## src/rtl/bram_stream_if.sv

```systemverilog
// BRAM read port plus AXI-Stream master channel for the BRAM stream reader.
interface bram_stream_if #(
  parameter int DATA_WIDTH = 18,
  parameter int ADDR_WIDTH = 4
);
  logic [ADDR_WIDTH-1:0] bram_addr;
  logic                  bram_en;
  logic                  bram_regce;
  logic [DATA_WIDTH-1:0] bram_dout;
  logic [DATA_WIDTH-1:0] m_axis_tdata;
  logic                  m_axis_tvalid;
  logic                  m_axis_tready;
  logic                  m_axis_tlast;

  modport master (
    output bram_addr, bram_en, bram_regce, m_axis_tdata, m_axis_tvalid, m_axis_tlast,
    input  bram_dout, m_axis_tready
  );

  modport slave (
    input  bram_addr, bram_en, bram_regce, m_axis_tdata, m_axis_tvalid, m_axis_tlast,
    output bram_dout, m_axis_tready
  );
endinterface

```

## src/rtl/bram_stream_reader.sv

```systemverilog
// Fixed-latency BRAM reader feeding an AXI-Stream master through a credit-guarded skid FIFO.
// Optional BRAM_READER_LOOP_EN: replay the window continuously until stop.
module bram_stream_reader #(
  parameter int DATA_WIDTH   = 18,
  parameter int BRAM_DEPTH   = 16,
  parameter int READ_LATENCY = 3,
  parameter int FIFO_DEPTH   = 4,
  localparam int AW          = $clog2(BRAM_DEPTH)
) (
  input  logic          clk,
  input  logic          rst,
  input  logic          start,
  input  logic [AW-1:0] start_addr,
  input  logic [AW:0]   length,
  input  logic          stop,
  output logic          busy,
  output logic          done,
  bram_stream_if.master bus
);
  localparam int PW = (FIFO_DEPTH > 1) ? $clog2(FIFO_DEPTH) : 1;
  localparam int CW = $clog2(FIFO_DEPTH + 1);

  typedef struct packed {
    logic                  last;
    logic [DATA_WIDTH-1:0] data;
  } ent_t;

  typedef enum logic [1:0] {S_IDLE, S_RUN, S_DRAIN} state_t;

  state_t                state, state_nx;
  logic [AW-1:0]         addr, addr_inc;
  logic [AW:0]           remaining;
`ifdef BRAM_READER_LOOP_EN
  logic [AW-1:0]         base_addr;
  logic [AW:0]           win_len;
`endif
  logic [READ_LATENCY-1:0] vld_pipe, lst_pipe;
  ent_t                  fifo_mem [FIFO_DEPTH];
  logic [PW-1:0]         wr_ptr, rd_ptr;
  logic [CW-1:0]         fifo_cnt;
  logic                  issue, issue_last, push, pop, credit_ok, drained, zero_done, accept;
  ent_t                  head;

  function automatic logic [PW-1:0] ptr_inc(input logic [PW-1:0] p);
    return (p == PW'(FIFO_DEPTH - 1)) ? '0 : p + PW'(1);
  endfunction

  assign push       = vld_pipe[READ_LATENCY-1];
  assign pop        = (fifo_cnt != '0) && bus.m_axis_tready;
  assign drained    = (fifo_cnt == '0) && (vld_pipe == '0);
  assign accept     = (state == S_IDLE) && start && (length != '0);
  assign issue_last = (remaining == (AW+1)'(1));
  assign addr_inc   = (addr == AW'(BRAM_DEPTH - 1)) ? '0 : addr + AW'(1);
  // Credit counts the word leaving this cycle, so steady tready=1 sustains one issue per cycle.
  assign credit_ok  = ($countones(vld_pipe) + int'(fifo_cnt) - int'(pop)) < FIFO_DEPTH;

  always_ff @(posedge clk) begin
    if (rst) state <= S_IDLE;
    else     state <= state_nx;
  end

  always_comb begin
    state_nx = state;
    case (state)
      S_IDLE:  if (accept) state_nx = S_RUN;
`ifdef BRAM_READER_LOOP_EN
      S_RUN:   if (stop) state_nx = S_DRAIN;
`else
      S_RUN:   if (stop || (issue && issue_last)) state_nx = S_DRAIN;
`endif
      S_DRAIN: if (drained) state_nx = S_IDLE;
      default: state_nx = S_IDLE;
    endcase
  end

  always_comb begin
    busy  = (state != S_IDLE);
    issue = (state == S_RUN) && (remaining != '0) && credit_ok;
    done  = zero_done || ((state == S_DRAIN) && drained);
  end

  always_ff @(posedge clk) begin
    if (rst) begin
      addr      <= '0;
      remaining <= '0;
`ifdef BRAM_READER_LOOP_EN
      base_addr <= '0;
      win_len   <= '0;
`endif
      vld_pipe  <= '0;
      lst_pipe  <= '0;
      wr_ptr    <= '0;
      rd_ptr    <= '0;
      fifo_cnt  <= '0;
      zero_done <= 1'b0;
    end else begin
      zero_done <= (state == S_IDLE) && start && (length == '0);
      if (accept) begin
        addr      <= start_addr;
        remaining <= length;
`ifdef BRAM_READER_LOOP_EN
        base_addr <= start_addr;
        win_len   <= length;
`endif
      end else if (issue) begin
        if (issue_last) begin
`ifdef BRAM_READER_LOOP_EN
          addr      <= base_addr;
          remaining <= win_len;
`else
          addr      <= addr_inc;
          remaining <= '0;
`endif
        end else begin
          addr      <= addr_inc;
          remaining <= remaining - (AW+1)'(1);
        end
      end
      vld_pipe[0] <= issue;
      lst_pipe[0] <= issue && issue_last;
      for (int i = 1; i < READ_LATENCY; i++) begin
        vld_pipe[i] <= vld_pipe[i-1];
        lst_pipe[i] <= lst_pipe[i-1];
      end
      if (push) wr_ptr <= ptr_inc(wr_ptr);
      if (pop)  rd_ptr <= ptr_inc(rd_ptr);
      fifo_cnt <= fifo_cnt + CW'(push) - CW'(pop);
    end
  end

  // Storage needs no reset: tdata/tlast are gated by the occupancy count.
  always_ff @(posedge clk) begin
    if (push) fifo_mem[wr_ptr] <= '{last: lst_pipe[READ_LATENCY-1], data: bus.bram_dout};
  end

  assign head              = fifo_mem[rd_ptr];
  assign bus.m_axis_tvalid = (fifo_cnt != '0);
  assign bus.m_axis_tdata  = bus.m_axis_tvalid ? head.data : '0;
  assign bus.m_axis_tlast  = bus.m_axis_tvalid && head.last;
  assign bus.bram_en       = issue;
  assign bus.bram_addr     = addr;
  assign bus.bram_regce    = 1'b1;
endmodule

```

## src/flat_wrapper.sv

```systemverilog
// flat-port wrapper written by rule: the top's interface ports become plain ports
module bram_stream_reader_flat 
#(
  parameter int DATA_WIDTH   = 18,
  parameter int BRAM_DEPTH   = 16,
  parameter int READ_LATENCY = 3,
  parameter int FIFO_DEPTH   = 4,
  localparam int AW          = $clog2(BRAM_DEPTH)
)
  (clk, rst, start, start_addr, length, stop, busy, done, bus_bram_addr, bus_bram_en, bus_bram_regce, bus_m_axis_tdata, bus_m_axis_tvalid, bus_m_axis_tlast, bus_bram_dout, bus_m_axis_tready);
  bram_stream_if #(.DATA_WIDTH(DATA_WIDTH), .ADDR_WIDTH(AW)) bus_i ();
  input  logic clk;
  input  logic rst;
  input  logic start;
  input  logic [AW-1:0] start_addr;
  input  logic [AW:0] length;
  input  logic stop;
  output logic busy;
  output logic done;
  output wire logic [$bits(bus_i.bram_addr)-1:0] bus_bram_addr;
  output wire logic [$bits(bus_i.bram_en)-1:0] bus_bram_en;
  output wire logic [$bits(bus_i.bram_regce)-1:0] bus_bram_regce;
  output wire logic [$bits(bus_i.m_axis_tdata)-1:0] bus_m_axis_tdata;
  output wire logic [$bits(bus_i.m_axis_tvalid)-1:0] bus_m_axis_tvalid;
  output wire logic [$bits(bus_i.m_axis_tlast)-1:0] bus_m_axis_tlast;
  input wire logic [$bits(bus_i.bram_dout)-1:0] bus_bram_dout;
  input wire logic [$bits(bus_i.m_axis_tready)-1:0] bus_m_axis_tready;
  assign bus_bram_addr = bus_i.bram_addr;
  assign bus_bram_en = bus_i.bram_en;
  assign bus_bram_regce = bus_i.bram_regce;
  assign bus_m_axis_tdata = bus_i.m_axis_tdata;
  assign bus_m_axis_tvalid = bus_i.m_axis_tvalid;
  assign bus_m_axis_tlast = bus_i.m_axis_tlast;
  assign bus_i.bram_dout = bus_bram_dout;
  assign bus_i.m_axis_tready = bus_m_axis_tready;
  bram_stream_reader #(.DATA_WIDTH(DATA_WIDTH), .BRAM_DEPTH(BRAM_DEPTH), .READ_LATENCY(READ_LATENCY), .FIFO_DEPTH(FIFO_DEPTH)) u_core (.clk(clk), .rst(rst), .start(start), .start_addr(start_addr), .length(length), .stop(stop), .busy(busy), .done(done), .bus(bus_i));
endmodule
```

## config.mk

```make
export PLATFORM = sky130hd
export DESIGN_NAME = bram_stream_reader_flat
export DESIGN_NICKNAME = d
export VERILOG_FILES = /design/src/rtl/bram_stream_if.sv /design/src/rtl/bram_stream_reader.sv /design/src/flat_wrapper.sv
export SDC_FILE = /design/constraint.sdc
export NUM_CORES = 1
export LEC_CHECK = 0
export BUFFER_PORTS_ARGS = -buffer_cell sky130_fd_sc_hd__clkbuf_2
export CAP_MARGIN = 20
export CORE_UTILIZATION = 57
export CTS_BUF_LIST = sky130_fd_sc_hd__clkbuf_8
export CTS_CLUSTER_SIZE = 40
export DETAILED_ROUTE_END_ITERATION = 10
export PLACE_DENSITY_LB_ADDON = 0.15
export SLEW_MARGIN = 0
export SYNTH_ARGS = -nofsm -noshare
export SYNTH_HDL_FRONTEND = slang
export SYNTH_SLANG_ARGS = --single-unit
```

## constraint.sdc

```tcl
create_clock -name clk -period 4.4 [get_ports clk]
set_input_delay 0.22 -clock clk [delete_from_list [all_inputs] [get_ports clk]]
set_output_delay 0.22 -clock clk [all_outputs]
set_load 0.01 [all_outputs]
```

# Yosys cells after proc, flatten, opt, wreduce, memory -nomap -nowiden
# Memory sizes are Yosys's and may differ from the RTL's. A register that Yosys moved wholly into a read port is not among the register bits.
# Index checks and enable logic that the tools add are counted.
# Widths: inputs -> output; s select.
dict set report classes {
  addsub 10
  magnitude_cmp 1
  eq_ne 9
  muxes 17
  n_reduce_logical 22
}
# operator n
set op_table {}
lappend op_table {{$add 32x1->32} 1}
lappend op_table {{$add 32x4->32} 1}
lappend op_table {{$lt 32x4->1 const B} 1}
lappend op_table {{$sub 32x2->32} 1}
lappend op_table {{$mux 18} 1}
lappend op_table {{$mux 5} 3}
lappend op_table {{$mux 2} 7}
lappend op_table {{$mux 4} 3}
lappend op_table {{$logic_and 1x1->1} 10}
lappend op_table {{$reduce_bool 5->1} 2}
lappend op_table {{$eq 2x2->1 const B} 3}
lappend op_table {{$logic_not 3->1} 2}
lappend op_table {{$ne 2x1->1 const B} 3}
lappend op_table {{$pmux 2 s3} 1}
lappend op_table {{$eq 5x1->1 const B} 1}
lappend op_table {{$logic_not 5->1} 1}
lappend op_table {{$sub 5x1->5 const B} 1}
lappend op_table {{$add 2x1->2 const B} 2}
lappend op_table {{$add 4x1->4 const B} 1}
lappend op_table {{$eq 4x4->1 const B} 1}
lappend op_table {{$reduce_bool 2->1} 2}
lappend op_table {{$add 3x1->3} 1}
lappend op_table {{$reduce_and 3->1} 1}
lappend op_table {{$reduce_bool 3->1} 1}
lappend op_table {{6 further kinds} 8}
dict set report word_totals {
  register_bits 25
  ramBits 76
  input_bits 32
  output_inout_bits 28
  mem_count 1
}
# name words word_bits read_ports rd_ports_with_merged_regs wr line_no
set memory_table {}
lappend memory_table {u_core.fifo_mem 4 19 1 1 1 bram_stream_reader.sv:38} ;# ent_t fifo_mem [FIFO_DEPTH];

# Depth between registers and ports, before layout
dict set report logic_depth {
  word_depth 10
  depth_mapped 17
  mapped_depth_nobuf 16
}

# Worst setup path after synthesis
# No wires, ideal clock.
dict set report synth_path {
  kind {register -> register}
  start {register u_core.fifo_cnt[2]}
  end {register u_core.remaining[3]}
  setup_ns 0.095
  arrival_time_ns 3.084
  required_time_ns 4.305
  slack_ns 1.221
  path_stages_with_launch 18
  period_less_slack_ns 3.179
  path_cell_list {dfxtp_1 -> nor3_1 -> inv_1 -> nand2_1 -> inv_1 -> ha_1 -> inv_1 -> ha_1 -> and3_1 -> or2_4 -> a21oi_1 -> ha_1 -> nor2_1 -> o21ai_0 -> o311a_1 -> buf_6 -> nand2_1 -> a221oi_1}
}
dict set report synth_between {
  elab_chain_cells 6
  word_cells_on_any_way 7
}
# element line_no
set synth_lines {}
lappend synth_lines {{start: declaration} bram_stream_reader.sv:40} ;# logic [CW-1:0] fifo_cnt;
lappend synth_lines {{start signal: assignment} bram_stream_reader.sv:127} ;# fifo_cnt <= fifo_cnt + CW'(push) - CW'(pop);
lappend synth_lines {{$reduce_bool 3->1} bram_stream_reader.sv:49} ;# assign pop = (fifo_cnt != '0) && bus.m_axis_tready;
lappend synth_lines {{$logic_and 1x1->1} bram_stream_reader.sv:49}
lappend synth_lines {{named net u_core.pop} bram_stream_reader.sv:41} ;# logic issue, issue_last, push, pop, credit_ok, drained, zero_done, accept;
lappend synth_lines {{$sub 32x2->32} bram_stream_reader.sv:55} ;# assign credit_ok = ($countones(vld_pipe) + int'(fifo_cnt) - int'(pop)) < FIFO_DEPTH;
lappend synth_lines {{$lt 32x4->1} bram_stream_reader.sv:55}
lappend synth_lines {{$logic_and 1x1->1} bram_stream_reader.sv:78} ;# issue = (state == S_RUN) && (remaining != '0) && credit_ok;
lappend synth_lines {{$reduce_bool 2->1 (no source line)} --}
lappend synth_lines {{end signal: assignment} bram_stream_reader.sv:100} ;# remaining <= length;
lappend synth_lines {{end signal: assignment} bram_stream_reader.sv:116} ;# remaining <= remaining - (AW+1)'(1);
lappend synth_lines {{end: declaration} bram_stream_reader.sv:32} ;# logic [AW:0] remaining;
# The timed path passes the listed nets, and every way through them passes these cells.
# A chain may end at the register's enable or synchronous reset.

# Final worst setup path
dict set report layout_path {
  start {register u_core.fifo_cnt[2]}
  end {output port bus_bram_en}
}
dict set report layout_between {
  elab_chain_cells 5
  word_cells_on_any_way 6
}
# element line_no
set layout_lines {}
lappend layout_lines {{$reduce_bool 3->1} bram_stream_reader.sv:49}
lappend layout_lines {{$logic_and 1x1->1} bram_stream_reader.sv:49}
lappend layout_lines {{named net u_core.pop} bram_stream_reader.sv:41}
lappend layout_lines {{$sub 32x2->32} bram_stream_reader.sv:55}
lappend layout_lines {{$lt 32x4->1} bram_stream_reader.sv:55}
lappend layout_lines {{$logic_and 1x1->1} bram_stream_reader.sv:78}
lappend layout_lines {{end: declaration} flat_wrapper.sv:21} ;# output wire logic [$bits(bus_i.bram_en)-1:0] bus_bram_en;
# The timed path passes the listed nets, and every way through them passes these cells.

==> impl_results.md <==
- Outcome: finished clean
- Via Count: 2573
- Clock tree buffer depth: 2
- IO buf count: 58
- Crit path arrival time: 3.83 ns
- Cell mode on critical path: inv_1
- Internal power: 0.00169 W
- Final min period: 4.05 ns
- Final worst-path cycle share: 0.920
- Post-DP Area: 4810 um^2
- Crit path required time: 4.18 ns
- Clock sinks: 103
- Clock H-tree levels: 3
- Area delta synth->final: 12.7%
- Sequential share of power: 0.465
- Clk_skew: 0.0186 ns
- Initial DRT Pass Iterations: 4
- Clk root buf: clkbuf_8
- Die width: 90.3 um
- Gpl congestion: 0.844
- First-pass GRT wire length: 12300 um
- Row count: 31
- Die height: 90.3 um
- Post-DP HPWL: 5020 um
- Critical path class: flop to output pin
- Core area: 7410 um^2
- Clock power frac: 0.241
- DR WL met2: 3720 um
- Fin area: 5000 um^2
- Wirelength, routed: 7610 um
- GRT overflow: 0
- Switch Pwr: 0.000754 W
- Startpoint Class: flop
- Worst-Skew Late Latency: 0.36 ns
- Worst hold path class: input port to flop
- #FFs+latches synth: 103
- Uppermost layer routed: met4
- Max Freq: 247 MHz
- Via-per-instance ratio: 5.57
- Design Power: 0.00244 W
- Synth Net Count: 352
- Final nets: 410
- Comb pwr share: 0.295
- Total GRT Usage: 0.197
- Post-Synthesis Cells: 300
- TNS Setup: 0 ns
- Fraction of registers with async set/reset: 0
- Total power divided by cell area: 488 nW/um^2
- Antenna cells: 0
- Dominant synthesized flop cell: edfxtp_1
- Post-synth EDFFs: 76
- Final number of hold-violating endpoints: 0
- Slew Viols, Final: 0
- Synthesized cell area: 4440 um^2
- Placed instance count: 446
- Layout cell share with drive strength beyond 1: 0.284
- Setup Viol. Count Final: 0
- Setup bufs post-CTS: 0
- Initial antenna violation count: 0
- # resized after CTS: 0
- Final non-filler cell total: 462
- Met3 Routed Length: 310 um
- Synth unique cells: 51
- Syn Area/Cell: 14.8 um^2
- Seq/Total Area, Yosys: 0.635
- Pleak: 1.85 nW
- WP buf/inv: 5
- Max cap viols: 0
- Slew Limit Headroom: 0.334
- Ports: 60
- RSZ-0062 raised after global routing: false
- TritonCTS clock tree: yes
- Die Area: 8150 um^2
- Drc violations: 0
- Clk slew on worst S/H paths: 0.10 ns
- Crit-path cells: nor3_1 > inv_1 > nand2_1 > inv_1 > ha_1 > inv_1 > ha_1 > and3_1 > or2_4 > a21oi_1 > ha_1 > nor2_1 > o21ai_0 > o311a_1 > nand2_1 > inv_1 > clkbuf_2
- Hold_buf cts: 0
- CP max FO: 11
- Peak VDD IR: 0.319 mV
- Clock buffer count from CTS: 9
- Family with the most delay on the worst path: simple AND/OR/NAND/NOR gates
- Iter 0 DRT Violations: 156
- Actual slew at the worst max-slew pin: 0.999 ns
- Sw Ratio: 0.309
- Largest net degree at the start of global routing: 30
- Initial core utilization: 0.600
- ANT nets after route: 0
- Drt wl/cell: 16.5 um
- Met1 wire length: 3520 um
- CP Capture Type: output pin
- Post-layout util: 0.676
- Critical path's largest stage delay: 0.45 ns
- Filler cells: 544
- Crit-path slowest cell: o311a_1
- Syn. warnings: 0
- Number of global-route vias before repair: 2507
-- synth_stat cells, types with 2 or more instances --
cell      instances  area, um^2
o21ai_0           4        20.0
dfxtp_1          27         541
mux2i_1           2        20.0
nor2b_1           4        25.0
nand3_1           4        20.0
a32oi_1           5        43.8
ha_1             19         238
xnor2_1           2        17.5
nand2_1           5        18.8
and2_1           25         156
inv_1            21        78.8
xor2_1            2        17.5
edfxtp_1         76        2280
nand2b_1          2        12.5
nor3_1            8        40.0
o211ai_1          2        15.0
nor2_1           17        63.8
a21oi_1           7        35.0
nor4_1            3        18.8
a211oi_1          3        22.5
buf_2             3        15.0
clkbuf_1          7        26.3
a31oi_1           4        25.0
a21o_1            2        15.0
a311oi_1          2        17.5
mux4_2           19         428
-- power groups by stage --
stage          Clock (W)  Sequential, W  Combinational (W)
2_1_floorplan          0        0.00114           0.000534
3_3_place_gp           0        0.00115           0.000712
3_5_place_dp           0        0.00116           0.000725
4_1_cts         0.000593        0.00114           0.000729
5_1_grt         0.000635        0.00114           0.000801
6_report        0.000587        0.00113           0.000719
-- state kept, by name, indices dropped and copies added, names as in the netlist, named ones only --
signal                cells
u_core.wr_ptr             2
u_core.bus.bram_addr      4
u_core.fifo_mem          76
u_core.lst_pipe           3
u_core.fifo_cnt           3
u_core.vld_pipe           3
u_core.state              2
u_core.zero_done          1
u_core.remaining          5
u_core.rd_ptr             2
-- routing by layer --
layer  global-route usage  up-vias
met5                    0        -
met4               0.0578        0
met3               0.0421        5
met2                0.326       63
met1                0.266     1257
li1                     -     1248
-- cell usage in the layout (no fill, tap or decap), types with 2 or more instances in the layout --
cell type,synthesis,final
a211oi_1,3,3
a21o_1,2,2
a21oi_1,7,7
a311oi_1,2,2
a31oi_1,4,4
a32oi_1,5,5
and2_1,25,25
buf_4,1,2
clkbuf_2,0,58
clkbuf_8,0,9
clkinvlp_4,0,2
dfxtp_1,27,27
edfxtp_1,76,76
ha_1,19,19
inv_1,21,22
mux2i_1,2,2
mux4_2,19,19
nand2_1,5,5
nand2b_1,2,2
nand3_1,4,4
nor2_1,17,17
nor2b_1,4,4
nor3_1,8,8
nor4_1,3,3
o211ai_1,2,2
o21ai_0,4,4
xnor2_1,2,2
xor2_1,2,2
-- metrics by stage --
stage	worst slack, ns	hold slack, ns
6_report	0.354	0.0797
5_1_grt	0.0246	0.0600
4_1_cts	0.348	0.0679
3_5_place_dp	0.753	0.431
3_3_place_gp	0.879	0.421
2_1_floorplan	1.22	0.297
-- worst reg2reg max path, delay by kind of cell (launching register included) --
family / cells / cell delay [ns]
and+or+nand+nor: 6 / 1.21
AOI/OAI and AO/OA: 4 / 1.04
adders and majority gates: 3 / 0.76
DFF: 1 / 0.34
buffers and inverters: 3 / 0.22
-- kinds of logic after synthesis --
group / synth area share
muxes: 0.101
and+or+nand+nor: 0.0992
other: 0.000844
buffers and inverters: 0.0321
DFF: 0.635
adders and majority gates: 0.0580
xor gates and xnor gates: 0.00789
AOI/OAI and AO/OA: 0.0656
-- final timing paths --
| kind | from | end | depth (start not counted) | slack (ns) |
|---|---|---|---|---|
| max | u_core.fifo_cnt[2] | bus_bram_en | 17 | 0.35 |
| max reg2reg | u_core.fifo_cnt[2] | u_core.remaining[3] | 16 | 0.76 |
| min reg2reg | u_core.lst_pipe[1] | u_core.lst_pipe[2] | 1 | 0.45 |
| min | bus_bram_dout[11] | u_core.fifo_mem[1][11] | 1 | 0.08 |
-- layout make-up --
class / instances / area (um^2) / area share
multi-input cells: 163 / 1480 / 0.295
clock buffers: 9 / 124 / 0.0248
well taps: 99 / 124 / 0.0248
flip-flops and latches: 103 / 2820 / 0.564
repair buffers: 60 / 305 / 0.0610
inverters: 21 / 78.8 / 0.0157
clock inverters: 7 / 73.8 / 0.0148
(Power assumes the default switching activity.)
